--- config.mk ---
export PLATFORM = sky130hd
export DESIGN_NAME = ahb_master
export DESIGN_NICKNAME = d
export VERILOG_FILES = /design/src/rtl/ahb_master.sv
export SDC_FILE = /design/constraint.sdc
export NUM_CORES = 1
export LEC_CHECK = 0
export CAP_MARGIN = 20
export CORE_MARGIN = 3
export CORE_UTILIZATION = 46
export DETAILED_ROUTE_END_ITERATION = 10
export GPL_ROUTABILITY_DRIVEN = 1
export GPL_TIMING_DRIVEN = 0
export HOLD_SLACK_MARGIN = 0.08
export PLACE_DENSITY = 0.87
export RECOVER_POWER = 100
export SLEW_MARGIN = 10
export SYNTH_ARGS = -nofsm -noshare
export SYNTH_HDL_FRONTEND = slang
export SYNTH_SLANG_ARGS = --single-unit
--- constraint.sdc ---
create_clock -name clk -period 3.7 [get_ports clk]
set_input_delay 0.37 -clock clk [delete_from_list [all_inputs] [get_ports clk]]
set_output_delay 0.37 -clock clk [all_outputs]
set_load 0.02 [all_outputs]
--- src/rtl/ahb_master.sv ---
// ahb_master: AHB-Lite single-transfer initiator.
// Turns a valid/ready command stream into pipelined NONSEQ transfers.
// Every accepted command gets exactly one in-order response, including
// slave errors, data-phase timeouts and cancelled address phases.
module ahb_master #(
   parameter int unsigned ADDR_WIDTH = 4,
   parameter int unsigned TIMEOUT    = 16
) (
   input  logic                  clk,
   input  logic                  rst,
   // command stream
   input  logic                  cmd_valid,
   output logic                  cmd_ready,
   input  logic                  cmd_write,
   input  logic [ADDR_WIDTH-1:0] cmd_addr,
   input  logic [1:0]            cmd_size,
   input  logic [31:0]           cmd_wdata,
   // response stream
   output logic                  rsp_valid,
   output logic [31:0]           rsp_rdata,
   output logic                  rsp_error,
   output logic                  busy,
   // AHB-Lite master port
   output logic                  hsel,
   output logic [ADDR_WIDTH-1:0] haddr,
   output logic [1:0]            htrans,
   output logic [1:0]            hsize,
   output logic                  hwrite,
   output logic [2:0]            hburst,
   output logic [31:0]           hwdata,
   input  logic [31:0]           hrdata,
   input  logic                  hready,
   input  logic                  hresp
);

   localparam int unsigned TW          = (TIMEOUT > 1) ? $clog2(TIMEOUT + 1) : 1;
   localparam logic [1:0]  HTRANS_IDLE = 2'b00;
   localparam logic [1:0]  HTRANS_NSEQ = 2'b10;

   typedef enum logic [1:0] {
      RUN    = 2'd0,
      ERR    = 2'd1,
      CANCEL = 2'd2
   } state_t;

   state_t                state;

   // address-phase stage
   logic                  ap_valid;
   logic                  ap_write;
   logic [ADDR_WIDTH-1:0] ap_addr;
   logic [1:0]            ap_size;
   logic [31:0]           ap_wdata;

   // data-phase stage
   logic                  dp_valid;
   logic                  dp_write;
   logic [31:0]           dp_wdata;

   // an address-phase command was dropped and still owes an error response
   logic                  cancel_pend;
   logic [TW-1:0]         tmo_cnt;

   logic                  tmo_fire;
   logic                  cmd_fire;
   logic [1:0]            size_clamp;

   // Timeout fires on the TIMEOUT-th consecutive wait cycle of a data phase
   generate
      if (TIMEOUT != 0) begin : g_tmo
         assign tmo_fire = (state == RUN) && dp_valid && !hready && !hresp &&
                           (tmo_cnt == TW'(TIMEOUT - 1));
      end else begin : g_no_tmo
         assign tmo_fire = 1'b0;
      end
   endgenerate

   // Accept while the address slot frees this edge; hold off on the abort
   // edge so the bus really idles for a cycle after a timeout
   assign cmd_ready  = (state == RUN) && !hresp && (!ap_valid || hready) && !tmo_fire;
   assign cmd_fire   = cmd_valid && cmd_ready;
   assign size_clamp = (cmd_size == 2'd3) ? 2'd2 : cmd_size;

   // Bus drive decoded from the pipeline registers only
   assign htrans = ((state == RUN) && ap_valid) ? HTRANS_NSEQ : HTRANS_IDLE;
   assign haddr  = ap_valid ? ap_addr  : '0;
   assign hsize  = ap_valid ? ap_size  : 2'd0;
   assign hwrite = ap_valid && ap_write;
   assign hsel   = ap_valid || dp_valid;
   assign hburst = 3'b000;
   assign hwdata = (dp_valid && dp_write) ? dp_wdata : 32'h0;
   assign busy   = ap_valid || dp_valid || cancel_pend || (state != RUN);

   // Pipeline, FSM, timeout counter and response generation
   always_ff @(posedge clk or posedge rst) begin
      if (rst) begin
         state       <= RUN;
         ap_valid    <= 1'b0;
         ap_write    <= 1'b0;
         ap_addr     <= '0;
         ap_size     <= 2'd0;
         ap_wdata    <= 32'h0;
         dp_valid    <= 1'b0;
         dp_write    <= 1'b0;
         dp_wdata    <= 32'h0;
         cancel_pend <= 1'b0;
         tmo_cnt     <= '0;
         rsp_valid   <= 1'b0;
         rsp_rdata   <= 32'h0;
         rsp_error   <= 1'b0;
      end else begin
         rsp_valid <= 1'b0;
         rsp_error <= 1'b0;
         rsp_rdata <= 32'h0;
         case (state)
            RUN: begin
               if (dp_valid && hresp && !hready) begin
                  // first error cycle: drop the address phase behind it
                  state   <= ERR;
                  tmo_cnt <= '0;
                  if (ap_valid) begin
                     cancel_pend <= 1'b1;
                     ap_valid    <= 1'b0;
                  end
               end else if (tmo_fire) begin
                  // slave hung: abort the data phase and any queued address
                  rsp_valid <= 1'b1;
                  rsp_error <= 1'b1;
                  dp_valid  <= 1'b0;
                  tmo_cnt   <= '0;
                  if (ap_valid) begin
                     cancel_pend <= 1'b1;
                     ap_valid    <= 1'b0;
                     state       <= CANCEL;
                  end
               end else if (hready) begin
                  // phase advance; a lone hresp with hready is an error completion
                  tmo_cnt   <= '0;
                  rsp_valid <= dp_valid;
                  rsp_error <= dp_valid && hresp;
                  if (dp_valid && !dp_write && !hresp) begin
                     rsp_rdata <= hrdata;
                  end
                  dp_valid <= ap_valid;
                  dp_write <= ap_write;
                  dp_wdata <= ap_wdata;
                  ap_valid <= cmd_fire;
                  if (cmd_fire) begin
                     ap_write <= cmd_write;
                     ap_addr  <= cmd_addr;
                     ap_size  <= size_clamp;
                     ap_wdata <= cmd_wdata;
                  end
               end else begin
                  // wait state: stages hold, an empty address slot may still fill
                  if (dp_valid) begin
                     tmo_cnt <= tmo_cnt + TW'(1);
                  end
                  if (cmd_fire) begin
                     ap_valid <= 1'b1;
                     ap_write <= cmd_write;
                     ap_addr  <= cmd_addr;
                     ap_size  <= size_clamp;
                     ap_wdata <= cmd_wdata;
                  end
               end
            end
            ERR: begin
               if (hready) begin
                  rsp_valid <= 1'b1;
                  rsp_error <= 1'b1;
                  dp_valid  <= 1'b0;
                  state     <= cancel_pend ? CANCEL : RUN;
               end
            end
            CANCEL: begin
               rsp_valid   <= 1'b1;
               rsp_error   <= 1'b1;
               cancel_pend <= 1'b0;
               state       <= RUN;
            end
            default: begin
               state <= RUN;
            end
         endcase
      end
   end

endmodule

==> metrics.csv <==
stage,metric,value,unit
setup_path,crit_start,tmo_cnt[0],
logic_synthesis,ys.flop_type,dfrtp_1,
layout,antenna_cells,0,
floorplan,placementRows,37,
detailed_routing,ant_nets,0,
logic_synthesis,postSynthCellCount,350,
grt,met3_usage,5.58,%
clock_tree,cts_hold_buf,0,
detailed_routing,drt_iter0_markers,113,
grt,antenna_found_initial,0,
logic_synthesis,syn_avg_cell_area,14.1,sq um
power_and_ir_drop,netSwitchingPower,1.19,mW
logic_synthesis,synth.distinct_cells,41,
layout,drive_gt1_share,13.8,%
setup_path,r2r_start,tmo_cnt[0],
clock_tree,cts_buffers,17,
setup_path,critical-path-slowest-cell,dlygate4sd3_1,
logic_synthesis,synth.area.top_cells,"dfrtp_1 59%, mux2_4 13%, mux2_2 6.6%",
setup_path,worstSetupPathType,register to primary output,
power_and_ir_drop,power.density,611,nW/um^2
detailed_routing,first_pass_iters,4,
setup_path,worstSetupEndpointType,primary output,
layout,multiInputGateArea,1650,sq um
detailed_routing,drt-total-wl,11.1,mm
clock_tree,root_buffer,clkbuf_8,
clock_tree,cts_tree,done,
timing,worst_pin_slew,2.27,ns
min_path,min_from,hrdata[28],
detailed_routing,route.detailed.drc,0,
logic_synthesis,yosysTopAreaCell,dfrtp_1,
timing,drv_slew,52,
clock_tree,cts_resized,0,
grt,grt_pass1_wl,18.2,mm
clock_tree,htree_levels,4,
placement,pre_cts_slack,1.12,ns
placement,gp_congestion,0.766,
layout,nNetsFinal,603,
setup_path,cp_slowest_stage_delay,0.69,ns
clock_tree,clock_sinks,116,
grt,busiest_layer,met2,
layout,seq_area,2900,sq um
setup_path,crit_path_start_kind,register,
clock_tree,post-cts-setup-buffers,0,
timing,fin_skew,0.00622,ns
grt,grt_util_met1,23.3,%
setup_path,rrSetupSlack,1.10,ns
floorplan,core-area,10400,sq um
clock_tree,max-clock-path-buffers,2,
clock_tree,clkTransAtPathRegs,0.06,ns
floorplan,dieArea,12000,sq um
setup_path,path_max_fanout,6,
timing,hold_violations,0,
power_and_ir_drop,seq_power_share,41.0,%
logic_synthesis,synth_edf_count,0,
power_and_ir_drop,p_int,3.07,mW
floorplan,initial_utilization,47.7,%
layout,area_growth,41.0,%
logic_synthesis,seq_area_frac_synth,58.7,%
timing,fmaxAchievable,331,MHz
floorplan,die_h,110,um
layout,final_common_cell,dfrtp_1,
floorplan,num_io_pins,157,
power_and_ir_drop,p_leak,3.33,nW
placement,io_buffers,152,
placement,dpl.hpwl,8.10,mm
setup_path,critPathRequiredTime,3.33,ns
power_and_ir_drop,vdd_drop_max,0.348,mV
timing,worst_slack,0.681,ns
grt,grtUsageMet2,34.7,%
logic_synthesis,syn_area,4950,sq um
logic_synthesis,yosysWarnings,0,
timing,finalSetupViolations,0,
detailed_routing,wl_per_cell,16.4,um
power_and_ir_drop,p_comb_share,22.4,%
detailed_routing,vias,3314,
timing,post-route-period-util,81.6,%
power_and_ir_drop,power.share.clock,36.5,%
timing,grt_setup_unrepaired,no,
timing,min_period,3.02,ns
min_path,hp-class,input pin to register,
logic_synthesis,yosysTopAreaCellShare,58.7,%
layout,final_cell_mix,"116 x dfrtp_1, 78 x dlygate4sd3_1, 74 x clkdlybuf4s50_1",
layout,fillers,822,
detailed_routing,via_per_inst,4.92,
setup_path,worst_path_most_repeated_cell,ha_1,
logic_synthesis,synth_seq_cells,116,
grt,grtUsageTotal,19.6,%
setup_path,cp.arrival,2.65,ns
floorplan,die_x,110,um
outcome,violations,"max-capacitance violations, max-slew violations",
power_and_ir_drop,swShare,28.0,%
grt,grt-ovfl-total,0,
clock_tree,clk_latency,0.49,ns
logic_synthesis,async_reset_ff_share,100,%
grt,grt_max_degree,66,
setup_path,crit_chain,ha_1 -> and3_1 -> ha_1 -> a21oi_1 -> o21a_1 -> dlygate4sd3_1,
outcome,outcome,finished with violations,
layout,final_util,67.3,%
timing,whs,0.436,ns
timing,max_slew_margin,-52.4,%
job,maxCapViolCount,1,
grt,grt_pass1_vias,3707,
## final timing paths
path / to / cells past startpoint
worst max register to register: ap_size[1] / 7
worst min-delay path: rsp_rdata[28] / 2
min in group asynchronous: rsp_rdata[29] / 2
worst min register to register: dp_wdata[2] / 1
max in group asynchronous: dp_write / 3
worst max-delay path: cmd_ready / 6
## layer usage
| metal | part of all wire (%) | wire [um] | vias up |
|---|---|---|---|
| met1 | 40 | 4440 | 1654 |
| met4 | 1.5 | 168 | 0 |
| li1 | - | - | 1545 |
| met3 | 5.8 | 638 | 16 |
| met2 | 53 | 5820 | 99 |
| met5 | 0 | 0 | - |
## synth_stat cells (2+ instances only)
| library cell | n |
|---|---|
| mux2_4 | 43 |
| nand2_1 | 6 |
| or3_1 | 2 |
| buf_4 | 5 |
| inv_1 | 7 |
| ha_1 | 2 |
| nor2_1 | 6 |
| o21ai_0 | 6 |
| clkbuf_1 | 9 |
| mux2_2 | 29 |
| o22ai_1 | 2 |
| and3_1 | 33 |
| dfrtp_1 | 116 |
| o31ai_1 | 3 |
| buf_6 | 5 |
| a21oi_1 | 4 |
| clkbuf_2 | 3 |
| buf_12 | 3 |
| nor2b_1 | 3 |
| nand3_1 | 4 |
| and2_1 | 39 |
## power by group through the flow
stage	logic, mW	clock network, mW	registers, mW
3_3_place_gp	1.15	0	1.76
4_1_cts	1.20	1.58	1.76
6_report	0.957	1.56	1.75
5_1_grt	1.04	1.65	1.79
3_5_place_dp	1.19	0	1.78
2_1_floorplan	0.765	0	1.74
## state kept, by name, indices dropped and copies added (netlist names), 2 cells and up
| name | cells |
|---|---|
| ap_wdata | 32 |
| state | 2 |
| rsp_rdata | 32 |
| ap_size | 2 |
| dp_wdata | 32 |
| tmo_cnt | 5 |
| ap_addr | 4 |
## cells by family after synthesis
family,Yosys count,share of synthesized area (%)
AND/OR/NAND/NOR,104,13.2
AO/OA/AOI/OAI,23,3.31
adder cells (fa/ha/maj),2,0.506
flip-flops,116,58.7
multiplexers,72,19.7
other,1,0.0758
buffers and inverters,32,4.63
## worst max-delay path, delay by kind of cell, from the launching register on
family | cells | cell delay, ns
simple gates | 1 | 0.20
flops | 1 | 0.41
fa+ha+maj | 2 | 0.50
buf+inv | 1 | 0.69
compound gates | 2 | 0.36
## final cells by class
| class | instances | area share [%] |
|---|---|---|
| sequential | 116 | 41.6 |
| multi-input combinational | 205 | 23.6 |
| timing repair buffer | 153 | 22.2 |
| clock buffer | 19 | 6.33 |
| tap | 136 | 2.44 |
| clock inverter | 12 | 1.88 |
| buffer | 25 | 1.56 |
| inverter | 7 | 0.394 |
## stage by stage
step           total power, mW  cell area [sq um]  setup TNS, ns  std cells
6_report                  4.26               6980              0        673
5_1_grt                   4.48               6980              0        673
4_1_cts                   4.55               7260              0        673
3_5_place_dp              2.97               6680              0        642
3_3_place_gp              2.91               6650        -137.61        641
2_1_floorplan             2.50               4960              0        353
Note: power is estimated with default switching activity, not from simulation.
